### src/rtl/sha256_msg_feeder.sv
// SHA-256 message feeder: reads a word-aligned message, builds padded 512-bit blocks and
// chains them through the compression core. Digest write-back: SHA256_FEEDER_WRITEBACK_EN.
module sha256_msg_feeder #(
  parameter int ADDR_W = 16,
  parameter int LEN_W  = 16
) (
  input  logic                  clk,
  input  logic                  reset,
  input  logic                  start,
  input  logic [ADDR_W-1:0]     msg_addr,
  input  logic [LEN_W-1:0]      msg_words,
  input  logic [ADDR_W-1:0]     out_addr,
  output logic [ADDR_W-1:0]     mem_addr,
  output logic                  mem_we,
  output logic [31:0]           mem_write_data,
  input  logic [31:0]           mem_read_data,
  output logic                  blk_start,
  output logic [511:0]          blk_data,
  output logic [7:0][31:0]      blk_h_init,
  output logic [7:0][31:0]      blk_alpha_init,
  input  logic                  blk_done,
  input  logic [7:0][31:0]      blk_hash,
  output logic [7:0][31:0]      digest,
  output logic                  done,
  output logic                  busy
);

  localparam logic [7:0][31:0] SHA_IV = {
    32'h5be0cd19, 32'h1f83d9ab, 32'h9b05688c, 32'h510e527f,
    32'ha54ff53a, 32'h3c6ef372, 32'hbb67ae85, 32'h6a09e667
  };

  typedef enum logic [2:0] {
    S_IDLE,
    S_FILL,
    S_LAUNCH,
    S_WAIT_LO,
    S_WAIT_HI,
    S_FINISH,
`ifdef SHA256_FEEDER_WRITEBACK_EN
    S_WB,
`endif
    S_DONE
  } state_t;

  state_t              state, state_n;
  logic [ADDR_W-1:0]   base_addr;
  logic [LEN_W-1:0]    n_words;
  logic [LEN_W-1:0]    blk_idx;
  logic [4:0]          cnt;
  logic                pend_valid;
  logic [3:0]          pend_j;
  logic [15:0][31:0]   blk_words;
  logic [7:0][31:0]    h_reg;

  // Global slot index g = 16*b + j, and the slot classification derived from it.
  logic [LEN_W+3:0]    g_idx;
  logic [LEN_W:0]      last_blk;
  logic                is_last;
  logic                slot_mem;
  logic                slot_pad;
  logic [31:0]         slot_val;

  assign g_idx    = {blk_idx, cnt[3:0]};
  assign last_blk = ({1'b0, n_words} + (LEN_W+1)'(2)) >> 4;
  assign is_last  = ({1'b0, blk_idx} == last_blk);
  assign slot_mem = g_idx < (LEN_W+4)'(n_words);
  assign slot_pad = g_idx == (LEN_W+4)'(n_words);

  // NOTE: every variable driven from always_comb gets a default first, so no path can infer a latch.
  always_comb begin
    slot_val = 32'h0;
    if (slot_pad)
      slot_val = 32'h8000_0000;
    else if (is_last && cnt[3:0] == 4'd15)
      slot_val = 32'({n_words, 5'b0});
  end

  always_ff @(posedge clk) begin
    if (reset) state <= S_IDLE;
    else       state <= state_n;
  end

  always_comb begin
    state_n = state;
    case (state)
      S_IDLE:    if (start) state_n = S_FILL;
      S_FILL:    if (cnt == 5'd16) state_n = S_LAUNCH;
      S_LAUNCH:  state_n = S_WAIT_LO;
      // The core still shows idle during the launch cycle; completion only counts after it drops.
      S_WAIT_LO: if (!blk_done) state_n = S_WAIT_HI;
      S_WAIT_HI: if (blk_done) state_n = is_last ? S_FINISH : S_FILL;
`ifdef SHA256_FEEDER_WRITEBACK_EN
      S_FINISH:  state_n = S_WB;
      S_WB:      if (cnt == 5'd7) state_n = S_DONE;
`else
      S_FINISH:  state_n = S_DONE;
`endif
      S_DONE:    state_n = S_IDLE;
      default:   state_n = S_IDLE;
    endcase
  end

`ifdef SHA256_FEEDER_WRITEBACK_EN
  logic [ADDR_W-1:0] wb_addr;

  always_ff @(posedge clk) begin
    if (reset)                        wb_addr <= '0;
    else if (state == S_IDLE && start) wb_addr <= out_addr;
  end
`endif

  // NOTE: sequential state uses non-blocking assignments only, so every register samples pre-edge values.
  always_ff @(posedge clk) begin
    if (reset) begin
      base_addr  <= '0;
      n_words    <= '0;
      blk_idx    <= '0;
      cnt        <= '0;
      pend_valid <= 1'b0;
      pend_j     <= '0;
      blk_words  <= '0;
      h_reg      <= SHA_IV;
      digest     <= '0;
    end else begin
      case (state)
        S_IDLE: begin
          if (start) begin
            base_addr  <= msg_addr;
            n_words    <= msg_words;
            blk_idx    <= '0;
            cnt        <= '0;
            pend_valid <= 1'b0;
            h_reg      <= SHA_IV;
          end
        end
        S_FILL: begin
          // The word requested in the previous cycle lands now.
          if (pend_valid)
            blk_words[pend_j] <= mem_read_data;
          if (!cnt[4]) begin
            pend_valid <= slot_mem;
            pend_j     <= cnt[3:0];
            if (!slot_mem)
              blk_words[cnt[3:0]] <= slot_val;
            cnt <= cnt + 5'd1;
          end else begin
            pend_valid <= 1'b0;
            cnt        <= '0;
          end
        end
        S_WAIT_HI: begin
          if (blk_done) begin
            h_reg   <= blk_hash;
            blk_idx <= blk_idx + 1'b1;
            cnt     <= '0;
          end
        end
        S_FINISH: begin
          digest <= h_reg;
          cnt    <= '0;
        end
`ifdef SHA256_FEEDER_WRITEBACK_EN
        S_WB: cnt <= cnt + 5'd1;
`endif
        default: ;
      endcase
    end
  end

  always_comb begin
    mem_addr = '0;
    if (state == S_FILL && !cnt[4] && slot_mem)
      mem_addr = base_addr + ADDR_W'(g_idx);
`ifdef SHA256_FEEDER_WRITEBACK_EN
    if (state == S_WB)
      mem_addr = wb_addr + ADDR_W'(cnt[2:0]);
`endif
  end

`ifdef SHA256_FEEDER_WRITEBACK_EN
  // Reset is combined in so a write cannot complete on the edge that aborts the operation.
  assign mem_we         = (state == S_WB) && !reset;
  assign mem_write_data = (state == S_WB) ? digest[cnt[2:0]] : 32'h0;
`else
  logic unused_out_addr;
  assign unused_out_addr = ^out_addr;
  assign mem_we          = 1'b0;
  assign mem_write_data  = 32'h0;
`endif

  assign blk_start      = (state == S_LAUNCH) && !reset;
  assign blk_data       = blk_words;
  assign blk_h_init     = h_reg;
  assign blk_alpha_init = h_reg;
  assign done           = (state == S_DONE);
  assign busy           = (state != S_IDLE) && (state != S_DONE);

endmodule
### config.mk
export PLATFORM = sky130hd
export DESIGN_NAME = sha256_msg_feeder
export DESIGN_NICKNAME = d
export VERILOG_FILES = /design/src/rtl/sha256_msg_feeder.sv
export SDC_FILE = /design/constraint.sdc
export NUM_CORES = 2
export LEC_CHECK = 0
export ABC_AREA = 1
export ABC_CLOCK_PERIOD_IN_PS = 5200
export CAP_MARGIN = 20
export CORE_AREA = 2 2 658 660
export DETAILED_ROUTE_END_ITERATION = 12
export DIE_AREA = 0 0 660 662
export PLACE_DENSITY_LB_ADDON = 0.12
export SLEW_MARGIN = 20
export SYNTH_ARGS = -nofsm -noshare
export SYNTH_HDL_FRONTEND = slang
export SYNTH_SLANG_ARGS = --single-unit
### constraint.sdc
create_clock -name clk -period 5.2 [get_ports clk]
set_input_delay 0.78 -clock clk [delete_from_list [all_inputs] [get_ports clk]]
set_output_delay 0.78 -clock clk [all_outputs]
set_load 0.005 [all_outputs]
; ---- Word-level counts from Yosys, hierarchy flattened
; Index checks and enable logic that the tools add are counted.
[classes]
reduce_logical = 20
n_eq_ne = 15
n_lt_le_gt_ge = 5
n_bitwise = 1
addsub = 4
mux = 33
[op_table]
columns = op, count
row1 = two-way mux 512 bit, 5
row2 = bitwise mux 512 bit, 2
row3 = two-way mux 256 bit, 2
row4 = case mux 256 bit (2 select lines), 1
row5 = demux 32 bit (select 4 bit), 2
row6 = two-way mux 32 bit, 3
row7 = two-way mux 16 bit, 3
row8 = case mux 16 bit (2 select lines), 1
row9 = two-way mux 21 bit, 1
row10 = equality test 20 x 16 -> 1 bit, 1
row11 = less-than comparator 20 x 16 -> 1 bit, 1
row12 = case mux 5 bit (4 select lines), 1
row13 = case mux 3 bit (6 select lines), 1
row14 = "adder 16 x 2 -> 17 bit, second input constant", 1
row15 = "adder 16 x 1 -> 16 bit, second input constant", 1
row16 = adder 16 bit, 1
row17 = equality test 16 x 13 -> 1 bit, 1
row18 = two-way mux 3 bit, 5
row19 = two-way mux 5 bit, 3
row20 = "less-than comparator 4 x 5 -> 1 bit, second input constant", 2
row21 = "equality test 3 bit, second input constant", 3
row22 = ">= comparator 4 x 1 -> 1 bit, second input constant", 2
row23 = "!= test 2 bit, second input constant", 4
row24 = logical AND 1 bit, 7
row25 = other kinds (17), 24
[word_totals]
out_inout_bits = 1332
in_bits = 340
regBits = 1085

; ---- Depth between registers and ports, before layout
[depth]
word_depth = 11
mapped_depth = 17

; ---- Worst setup path before layout
; OpenSTA, ideal clock, no wires.
[synth_path]
kind = register to output
from = reg cnt[0]
to = out mem_addr[10]
arrival_ns = 2.139
n_path_buf = 0
setup_slack_ns = 2.281
stages_incl_launch_ff = 14
path_cell_list = dfxtp_1 -> ha_1 -> fa_1 -> nand2_1 -> inv_1 -> o21ai_0 -> nand2_1 -> nand2_1 -> nand2_1 -> a21oi_1 -> o21ai_0 -> a21oi_1 -> o21ai_0 -> a21oi_1
[synth_between]
elab_chain_len = 3
word_cells_on_any_way = 4
[synth_lines]
columns = element, line_no
row1 = "start, declared", 50  ; logic [4:0] cnt;
row2 = "start signal, assigned", 146  ; cnt <= cnt + 5'd1;
row3 = less-than comparator 20 x 16 -> 1 bit, 67  ; assign slot_mem = g_idx < (LEN_W+4)'(n_words);
row4 = logical AND 1 bit, 173  ; if (state == S_FILL && !cnt[4] && slot_mem)
row5 = two-way mux 16 bit *, 173
row6 = "end, declared", 13  ; output logic [ADDR_W-1:0] mem_addr,
; Every way passes the cells marked *; elsewhere a longest branch is shown, timed or not.

; ---- Worst setup path after layout
; Ends and elaborated chain as after synthesis.

==> out/results.ini <==
[status]
status = finished clean

[clock_tree]
cts_sinks = 1085
cts_buffers = 166
root_buffer = clkbuf_16
clock_path_buffers = 4
insertion_delay_ns = 0.88
cts_hold_buf = 0
clkTransAtPathRegs_ns = 0.06
htree_levels = 4
postCtsSetupBuffers = 0
tritoncts = done

[pwr]
power.density_nw_per_um2 = 470.9
ir_drop_v = 0.0003405
p_leak_uw = 0.02479

[layout]
final_common_cell = clkdlybuf4s50_1
fin_nets = 8196
drive_gt1_frac = 0.05856
syn2layout_area_growth_pct = 52.72
fin_util = 0.1738
n_fill_cell = 48550
post-route-cell-area_um2 = 74700
multi_input_area_um2 = 21490
final_cell_mix = clkdlybuf4s50_1 (1,621), nand2_1 (1,277), o21ai_0 (1,147), dfxtp_1 (1,085), a21oi_1 (1,047)
regArea_um2 = 21720

[sta]
worstMarginPinSlew_ns = 1.113
setup_ws_ns = 0.3995
slew_violations = 0
setup_viol = 0
setup_tns_ns = 0
min_period_over_period = 0.9232
finClkSkew_ns = 0.06171
relSlewSlack = 0.2569
min_period_ns = 4.800
fmax_ghz = 0.2083
final_hold_viol_count = 0
hold_slack_ns = 0.2741

[die]
die_x_um = 660
dieArea_um2 = 436900
core-area_um2 = 429700
die_h_um = 662
start_util = 0.1138
io_pins = 1672
row_count = 241

[global_routing]
grt_max_degree = 227
grt_use_total = 0.1522
grt-ovfl-total = 0
grt_pass1_vias = 49700
antenna_found_initial = 79
grt_pass1_wl_mm = 458.4

[worst_setup_path]
path_max_fanout = 7
start_kind = register
r2r_slack_ns = 1.25
slowest_stage = clkdlybuf4s50_1
worstSetupPathType = register to output pin
critPathMaxStageDelay_ns = 0.57
cp_data_required_time_ns = 4.42
arrival_ns = 4.02
endpoint_kind = output pin
crit_top_cell = nand2_1
crit_chain = ha_1 -> fa_1 -> nand2_1 -> inv_1 -> o21ai_0 -> nand2_1 -> nand2_1 -> nand2_1 -> a21oi_2 -> o21ai_0 -> a21oi_1 -> o21ai_0 -> a21oi_1 -> clkdlybuf4s50_1

[synth]
synth_top_cell_area_share = 0.4441
yosysTopAreaCell = dfxtp_1
synthFlopType = dfxtp_1
async_reset_ff_frac = 0
netlist_area_um2 = 48910
synth_edf_count = 0
syn_avg_cell_area_um2 = 7.263
synth_area_leaders = dfxtp_1 (44%), o21ai_0 (12%), a21oi_1 (11%), nand2_1 (9.9%), buf_4 (4.5%)
synth_warnings = 0
synthCells = 6734
yosysSeqAreaShare = 0.4441
ys_types = 53
ys_ff_latch = 1085

[placed_design]
dp_hpwl_mm = 255.1
place_congestion = 0.8390
io_buffers = 1622
post_dp_cell_area_um2 = 69380
dpl_worst_slack_ns = 1.133

[detailed_routing]
vias = 51730
via_per_inst = 3.784
wl_per_cell_um = 25.62
wl_mm = 350.3
firstDrtPassIters = 6
ant_nets = 0
drc = 0
drt_iter0_drc = 3603

[hold_path]
hold_path_class = input port to register

[job]
drv_cap = 0

==> per-layer routing <==
| metal | up-vias | global-route usage | part of all wire |
|---|---|---|---|
| li1 | 24570 | - | - |
| met2 | 1741 | 0.2907 | 0.53 |
| met1 | 24980 | 0.1625 | 0.37 |
| met3 | 416 | 0.03866 | 0.066 |
| met5 | - | 0 | 0.00033 |
| met4 | 18 | 0.04512 | 0.032 |
==> layout make-up <==
cell class                      count  share of cell area
Antenna cell                       20           0.0006700
Clock buffer                      258             0.06616
Clock inverter                     31            0.004338
Inverter                          412             0.02107
Multi-Input combinational cell   4400              0.2878
Sequential cell                  1085              0.2908
Tap cell                         5710             0.09564
Timing Repair Buffer             1754              0.2336
==> cell usage after synthesis, types with 4 or more instances <==
master and instances:
nor2_2 11, buf_1 24, a21oi_1 1048, buf_4 292
nand4_1 31, buf_2 26, nand3b_1 9, nand3_2 7
nor2_1 204, o211ai_1 125, dfxtp_1 1085, inv_1 395
inv_2 11, ha_1 36, clkbuf_1 524, or2_2 6
clkinv_1 6, o21ai_0 1149, nand2_2 7, a211oi_1 4
a31oi_1 8, nand2_1 1285, xor2_1 11, o2111ai_1 69
nor3_1 20, nand3_1 295, o21ai_1 7
==> power breakdown <==
group,leakage [µW],switching [µW],internal (µW)
Combinational,0.0134,6510,5230
Clock,0.00258,4700,6620
Sequential,0.00884,2240,9890
Total,0.0248,13400,21700
==> metrics by stage <==
stage / power (µW) / cells
3_5_place_dp: 24410 / 13360
5_1_grt: 37320 / 13660
6_report: 35180 / 13670
4_1_cts: 36170 / 13650
2_1_floorplan: 16560 / 6766
3_3_place_gp: 24340 / 13360
==> state kept, by name, summed over array words and instances, names as in the netlist <==
name,flops
pend_j,4
digest,256
blk_idx,16
blk_alpha_init,256
pend_valid,1
blk_data,512
base_addr,16
n_words,16
cnt,5
state,3
==> path summary, 6_finish.rpt <==
check / start / end / cells past startpoint
worst max register to register: n_words[11]$_SDFFE_PP0P_ / blk_data[511]$_SDFFE_PP0P_ / 15
worst min-delay path: reset / blk_data[357]$_SDFFE_PP0P_ / 2
worst max-delay path: cnt[0]$_SDFFE_PP0P_ / mem_addr[10] / 14
worst min register to register: digest[18]$_SDFFE_PP0P_ / digest[18]$_SDFFE_PP0P_ / 2
==> what timing repair did <==
action                                  4_1_cts  5_1_grt
endpoints found under the setup margin        0        1
hold endpoints to repair                      0        0
resized for setup                             0        1
==> worst max-delay path, delay by kind of cell, from the launching register on <==
kind            cells  cell delay, ns
compound gates      6            1.03
fa+ha+maj           2            0.67
buf+inv             2            0.63
flops               1            0.43
simple gates        4            0.42
==> cells by family (layout without fill, tap and decap cells) <==
| logic type | after synthesis | in the layout | synth area share |
|---|---|---|---|
| AOI/OAI and AO/OA | 2422 | 2422 | 0.2607 |
| and+or+nand+nor | 1894 | 1894 | 0.1613 |
| adders and majority gates | 37 | 37 | 0.009619 |
| other | 1 | 53 | 0.00007667 |
| xor gates and xnor gates | 14 | 14 | 0.002507 |
| buffers and inverters | 1281 | 2455 | 0.1217 |
| DFF | 1085 | 1085 | 0.4441 |
No activity file was read; power rests on OpenSTA's default activity.
